**src/rtl/score_stats_if.sv**
```systemverilog
// Bus between the reaction counter / display mux and the score_stats engine.
// The master side drives scores and the display select; the slave side returns statistics.
interface score_stats_if;
    logic        score_valid;
    logic [11:0] score_bcd;
    logic        clear_best;
    logic [1:0]  sel;
    logic [11:0] disp_bcd;
    logic [11:0] last_bcd;
    logic [11:0] best_bcd;
    logic [11:0] avg_bcd;
    logic [3:0]  rounds;
    logic        busy;
    logic        err;

    modport master (
        output score_valid, score_bcd, clear_best, sel,
        input  disp_bcd, last_bcd, best_bcd, avg_bcd, rounds, busy, err
    );

    modport slave (
        input  score_valid, score_bcd, clear_best, sel,
        output disp_bcd, last_bcd, best_bcd, avg_bcd, rounds, busy, err
    );
endinterface

```
**src/rtl/score_stats.sv**
```systemverilog
// Reaction-round statistics: last/best score, ring buffer of recent scores and their
// BCD average, computed by a serial restoring divider followed by double-dabble.
module score_stats #(
    parameter int unsigned DEPTH     = 4,
    parameter logic [11:0] BEST_INIT = 12'h999
) (
    input logic          board_clk,
    input logic          reset,
    score_stats_if.slave bus
);
    localparam int unsigned PtrW = $clog2(DEPTH);
    localparam logic [PtrW-1:0] PtrMax = PtrW'(DEPTH - 1);
    localparam logic [3:0] DepthCnt = 4'(DEPTH);

    function automatic logic [9:0] bcd2bin(input logic [11:0] b);
        return 10'(b[11:8]) * 10'd100 + 10'(b[7:4]) * 10'd10 + 10'(b[3:0]);
    endfunction

    localparam logic [9:0] BestInitBin = bcd2bin(BEST_INIT);

    typedef enum logic [1:0] {StIdle, StLoad, StDiv, StB2b} state_e;

    state_e          state_q;
    logic [11:0]     score_q;
    logic [11:0]     last_q;
    logic [11:0]     best_q;
    logic [9:0]      best_bin_q;
    logic [11:0]     avg_q;
    logic [3:0]      rounds_q;
    logic            busy_q;
    logic            err_q;
    logic [12:0]     sum_q;
    logic [PtrW-1:0] wr_ptr_q;
    logic [9:0]      ring_q [DEPTH];
    logic [3:0]      cnt_q;
    logic [12:0]     div_q;
    logic [3:0]      rem_q;
    logic [21:0]     dd_q;

    logic        bcd_ok;
    logic [9:0]  score_bin;
    logic [9:0]  best_ref;
    logic        full;
    logic [12:0] sum_next;
    logic [4:0]  div_shift;
    logic        div_ge;
    logic [21:0] dd_adj;
    logic [21:0] dd_next;

    always_comb begin
        bcd_ok    = (bus.score_bcd[11:8] <= 4'd9) && (bus.score_bcd[7:4] <= 4'd9) &&
                    (bus.score_bcd[3:0] <= 4'd9);
        score_bin = bcd2bin(score_q);
        // A clear arriving with the load is applied before the new score is compared.
        best_ref  = bus.clear_best ? BestInitBin : best_bin_q;
        full      = (rounds_q == DepthCnt);
        sum_next  = sum_q - (full ? 13'(ring_q[wr_ptr_q]) : 13'd0) + 13'(score_bin);
        div_shift = {rem_q, div_q[12]};
        div_ge    = (div_shift >= {1'b0, rounds_q});
        dd_adj    = dd_q;
        for (int d = 0; d < 3; d++) begin
            if (dd_adj[10 + 4 * d +: 4] >= 4'd5) begin
                dd_adj[10 + 4 * d +: 4] = dd_adj[10 + 4 * d +: 4] + 4'd3;
            end
        end
        dd_next = {dd_adj[20:0], 1'b0};
    end

    always_ff @(posedge board_clk or posedge reset) begin
        if (reset) begin
            state_q    <= StIdle;
            score_q    <= 12'h000;
            last_q     <= 12'h000;
            best_q     <= BEST_INIT;
            best_bin_q <= BestInitBin;
            avg_q      <= 12'h000;
            rounds_q   <= 4'd0;
            busy_q     <= 1'b0;
            err_q      <= 1'b0;
            sum_q      <= 13'd0;
            wr_ptr_q   <= '0;
            cnt_q      <= 4'd0;
            div_q      <= 13'd0;
            rem_q      <= 4'd0;
            dd_q       <= 22'd0;
            for (int i = 0; i < DEPTH; i++) begin
                ring_q[i] <= 10'd0;
            end
        end else begin
            if (bus.clear_best) begin
                best_q     <= BEST_INIT;
                best_bin_q <= BestInitBin;
            end
            if (bus.score_valid && state_q != StIdle) begin
                err_q <= 1'b1;
            end
            unique case (state_q)
                StIdle: begin
                    if (bus.score_valid) begin
                        if (bcd_ok) begin
                            score_q <= bus.score_bcd;
                            state_q <= StLoad;
                        end else begin
                            err_q <= 1'b1;
                        end
                    end
                end
                StLoad: begin
                    last_q <= score_q;
                    if (score_bin < best_ref) begin
                        best_q     <= score_q;
                        best_bin_q <= score_bin;
                    end
                    sum_q            <= sum_next;
                    ring_q[wr_ptr_q] <= score_bin;
                    wr_ptr_q         <= (wr_ptr_q == PtrMax) ? '0 : wr_ptr_q + 1'b1;
                    if (!full) begin
                        rounds_q <= rounds_q + 4'd1;
                    end
                    busy_q  <= 1'b1;
                    div_q   <= sum_next;
                    rem_q   <= 4'd0;
                    cnt_q   <= 4'd0;
                    state_q <= StDiv;
                end
                StDiv: begin
                    div_q <= {div_q[11:0], div_ge};
                    rem_q <= div_ge ? 4'(div_shift - {1'b0, rounds_q}) : div_shift[3:0];
                    cnt_q <= cnt_q + 4'd1;
                    if (cnt_q == 4'd12) begin
                        // Quotient never exceeds 999, so the low 10 bits hold it.
                        dd_q    <= {12'h000, div_q[8:0], div_ge};
                        cnt_q   <= 4'd0;
                        state_q <= StB2b;
                    end
                end
                StB2b: begin
                    dd_q  <= dd_next;
                    cnt_q <= cnt_q + 4'd1;
                    if (cnt_q == 4'd9) begin
                        avg_q   <= dd_next[21:10];
                        busy_q  <= 1'b0;
                        state_q <= StIdle;
                    end
                end
            endcase
        end
    end

    always_comb begin
        unique case (bus.sel)
            2'd0: bus.disp_bcd = last_q;
            2'd1: bus.disp_bcd = best_q;
            2'd2: bus.disp_bcd = avg_q;
            2'd3: bus.disp_bcd = {8'h00, rounds_q};
        endcase
    end

    assign bus.last_bcd = last_q;
    assign bus.best_bcd = best_q;
    assign bus.avg_bcd  = avg_q;
    assign bus.rounds   = rounds_q;
    assign bus.busy     = busy_q;
    assign bus.err      = err_q;
endmodule

```
**src/flat_wrapper.sv**
```systemverilog
// flat-port wrapper written by rule: the top's interface ports become plain ports
module score_stats_flat 
#(
    parameter int unsigned DEPTH     = 4,
    parameter logic [11:0] BEST_INIT = 12'h999
)
  (board_clk, reset, bus_score_valid, bus_score_bcd, bus_clear_best, bus_sel, bus_disp_bcd, bus_last_bcd, bus_best_bcd, bus_avg_bcd, bus_rounds, bus_busy, bus_err);
  score_stats_if bus_i ();
  input logic board_clk;
  input logic reset;
  input wire logic [$bits(bus_i.score_valid)-1:0] bus_score_valid;
  input wire logic [$bits(bus_i.score_bcd)-1:0] bus_score_bcd;
  input wire logic [$bits(bus_i.clear_best)-1:0] bus_clear_best;
  input wire logic [$bits(bus_i.sel)-1:0] bus_sel;
  output wire logic [$bits(bus_i.disp_bcd)-1:0] bus_disp_bcd;
  output wire logic [$bits(bus_i.last_bcd)-1:0] bus_last_bcd;
  output wire logic [$bits(bus_i.best_bcd)-1:0] bus_best_bcd;
  output wire logic [$bits(bus_i.avg_bcd)-1:0] bus_avg_bcd;
  output wire logic [$bits(bus_i.rounds)-1:0] bus_rounds;
  output wire logic [$bits(bus_i.busy)-1:0] bus_busy;
  output wire logic [$bits(bus_i.err)-1:0] bus_err;
  assign bus_i.score_valid = bus_score_valid;
  assign bus_i.score_bcd = bus_score_bcd;
  assign bus_i.clear_best = bus_clear_best;
  assign bus_i.sel = bus_sel;
  assign bus_disp_bcd = bus_i.disp_bcd;
  assign bus_last_bcd = bus_i.last_bcd;
  assign bus_best_bcd = bus_i.best_bcd;
  assign bus_avg_bcd = bus_i.avg_bcd;
  assign bus_rounds = bus_i.rounds;
  assign bus_busy = bus_i.busy;
  assign bus_err = bus_i.err;
  score_stats #(.DEPTH(DEPTH), .BEST_INIT(BEST_INIT)) u_core (.board_clk(board_clk), .reset(reset), .bus(bus_i));
endmodule
```
**config.mk**
```make
export PLATFORM = sky130hd
export DESIGN_NAME = score_stats_flat
export DESIGN_NICKNAME = d
export VERILOG_FILES = /design/src/rtl/score_stats_if.sv /design/src/rtl/score_stats.sv /design/src/flat_wrapper.sv
export SDC_FILE = /design/constraint.sdc
export NUM_CORES = 1
export LEC_CHECK = 0
export CAP_MARGIN = 5
export CORE_MARGIN = 2
export CORE_UTILIZATION = 50
export DETAILED_ROUTE_END_ITERATION = 10
export HOLD_SLACK_MARGIN = 0.06
export PLACE_DENSITY = 0.7
export RECOVER_POWER = 100
export SYNTH_ARGS = -nofsm -noshare
export SYNTH_HDL_FRONTEND = slang
export SYNTH_SLANG_ARGS = --single-unit
export TNS_END_PERCENT = 50
```
**constraint.sdc**
```tcl
create_clock -name board_clk -period 12.6 [get_ports board_clk]
set_input_delay 2.52 -clock board_clk [delete_from_list [all_inputs] [get_ports board_clk]]
set_output_delay 2.52 -clock board_clk [all_outputs]
set_load 0.1 [all_outputs]
```
==> results.txt <==
Ys Warns: 0
io pins: 72
Worst Skew: 0.01130 ns
root buffer cell: clkbuf_16
CTS tree: done
relative slew slack: -1.654
Post-synth EDFFs: 0
Mean Syn Cell Area: 10.32 sq um
sequential element share of the synthesized area: 0.4483
die width: 139.6 um
crit path max-delay cell type: clkbuf_1
Synth top area share: 0.4083
initial antenna violation count: 0
worst slew pin tran: 3.959 ns
Max clock buf depth: 2
Design Area, Final: 10590 sq um
H-tree depth: 4
Critical R2R Launch: u_core.score_q[5]
Yosys top cell by area: dfrtp_1
first-pass GRT wire length: 34.10 mm
hold_buf cts: 0
setup TNS: 0 ns
FFs w/ async S/R, synth: 1.000
ys flop type: dfrtp_1
Final min period: 8.610 ns
CP Max Fanout: 92
Detail Placement HPWL: 14.46 mm
Synth Register Bits: 164
WL/cell: 16.93 um
total of max-cap violations: 4
syn_nets: 993
violated checks: capacitance limit, slew limit
CTS buffer count: 17
final wirelength: 20.21 mm
diode count: 0
status: finished with violations
slowest stage delay, CP: 2.86 ns
fin util: 0.5875
CP Cell Sequence: dlygate4sd3_1, clkinvlp_2, clkbuf_1
Mapped Cells: 891
Synth-to-Final Area Change: 15.17%
Hold/Removal Path Class: reg -> reg
DR pass1 iterations: 4
num rows: 49
CP Data Required Time: 12.24 ns
CP Capture Type: asynchronous set/reset pin
fin. max-slew vios: 217
commonest cells after routing, fill and taps aside: dfrtp_1 (150), nand2_1 (133), o21ai_0 (118), ha_1 (71), inv_1 (64)
WS Path Type: in -> async
global route overflow: 0
IO buf count: 71
Chip Height: 139.6 um
drt via density: 5.564
Filler cells: 1554
Setup-failing EPs final: 0
Yosys cell types: 60
Setup Fix Bufs, Post-CTS: 0
Final Hold Fails: 0
Die Area: 19490 sq um
Area contributors post-synth: dfrtp_1 (41%), ha_1 (9.7%), o21ai_0 (6.4%), nand2_1 (5.4%), mux2_2 (4.3%)
Reg clk slew, reported paths: 0.07 ns
Fmax achieved: 0.1161 GHz
area of the multi-input gates: 4633 sq um
WP buf/inv: 3
Mapped Area: 9194 sq um
most common cell after layout, fill and taps aside: dfrtp_1
Crit path max-delay family: buffers and inverters
largest net degree at the start of global routing: 93
worst hold path startpoint: u_core.bus.err
fin nets: 1054
total area of sequential cells: 4121 sq um
post_cts resized: 0
initial drt markers: 313
Placement Cell Area: 10060 sq um
Post-route DRC: 0
Initial Utilization: 0.5101
ANT nets after route: 0
CP Launch Type: input pin
vias in the first global route: 6711
gpl congestion: 0.8714
Clock Sinks: 164
Tcrit/Tclk final: 0.6833
routed via count: 6643
Worst Path Arrival: 8.25 ns
worst skew pair latency: 0.43 ns
CP startpoint: reset
layout cells sized above 1: 0.1088
RSZ-0062 raised after global routing: false
All-Layer GR Usage: 0.2190
Core Region: 18020 sq um
metal layers:
layer,wire [um],up-vias,part of all wire,GRT usage
met5,0,-,0,0
met4,424,0,0.021,0.06316
met3,953,29,0.047,0.04990
met2,9764,134,0.48,0.3705
met1,9067,3272,0.45,0.2844
li1,-,3208,-,-
sequential cells by signal, indices dropped and copies added (netlist names), 4 cells and up:
name	count
u_core.sum_q	13
u_core.bus.rounds	4
u_core.dd_q	22
u_core.ring_q	40
u_core.cnt_q	4
u_core.best_bin_q	10
u_core.bus.avg_bcd	12
u_core.bus.last_bcd	12
u_core.rem_q	4
u_core.div_q	13
u_core.bus.best_bcd	12
u_core.score_q	12
worst paths after layout:
| check | endpoint | slack, ns | depth (start not counted) |
|---|---|---|---|
| setup / recovery | u_core.wr_ptr_q[0] | 3.99 | 3 |
| hold / removal | u_core.bus.err | 0.45 | 1 |
| setup reg to reg | u_core.bus.best_bcd[1] | 5.97 | 17 |
| hold reg to reg | u_core.bus.err | 0.45 | 1 |
| max in group board_clk | bus_disp_bcd[4] | 4.76 | 5 |
| min in group asynchronous | u_core.bus.avg_bcd[11] | 3.73 | 2 |
area by class of cell:
type / count / share of cell area
multi-input cells: 628 / 0.4376
flip-flops and latches: 164 / 0.3892
repair buffers: 75 / 0.06889
clock buffers: 20 / 0.04218
well taps: 229 / 0.02706
inverters: 66 / 0.02351
clock inverters: 12 / 0.01158
cell families after synthesis:
logic type | after synthesis | share of synthesized area
and+or+nand+nor | 225 | 0.1074
AOI/OAI and AO/OA | 211 | 0.1364
DFF | 164 | 0.4483
buffers and inverters | 99 | 0.04477
adders and majority gates | 84 | 0.1249
muxes | 79 | 0.1098
xor gates and xnor gates | 29 | 0.02844
worst register-to-register path: stages (launching register included):
cell	delay, ns
dfrtp_1	0.45
ha_1	0.33
ha_1	0.23
fa_1	0.38
xor2_1	0.15
ha_1	0.30
ha_1	0.34
and2_0	0.17
a221oi_1	0.31
nand2_1	0.11
xnor2_1	0.72
inv_1	0.27
ha_1	0.38
a21o_1	0.17
a221oi_1	0.38
nor2_1	0.08
a221oi_1	1.41
o22ai_1	0.24
stage by stage:
step                      setup slack [ns]  instances  hold WS (ns)
after global placement               4.839       1162        0.4398
after CTS                            4.805       1194        0.4594
after floorplan                      4.829        891        0.4446
after detailed placement             4.817       1162        0.4454
after global routing                 2.646       1194        0.4888
final                                3.990       1194        0.4486
Yosys cell counts (2+ instances only):
cell type,number
or3_1,4
o21ai_0,117
o31ai_1,3
xnor2_1,20
xor2_1,8
nand4_1,2
a31oi_1,8
fa_1,13
o21a_1,3
nand2_1,133
mux4_2,14
nor2_1,36
inv_1,65
nand2b_1,9
clkbuf_1,21
nand3_1,6
a21oi_1,30
a221oi_1,3
dfrtp_1,150
o21ai_1,2
a21o_1,10
and3_1,3
ha_1,71
o211ai_1,2
nor2b_1,9
mux2_2,35
mux2i_1,30
dfstp_2,14
and2_1,2
o22a_1,6
nor3_1,6
or2_2,3
a21o_2,4
o22ai_1,10
buf_6,4
nor3b_1,5
buf_1,7
Power is left out: the tool's default activity adds up to more than one toggle a clock period on the data nets, which glitch-free logic cannot reach.
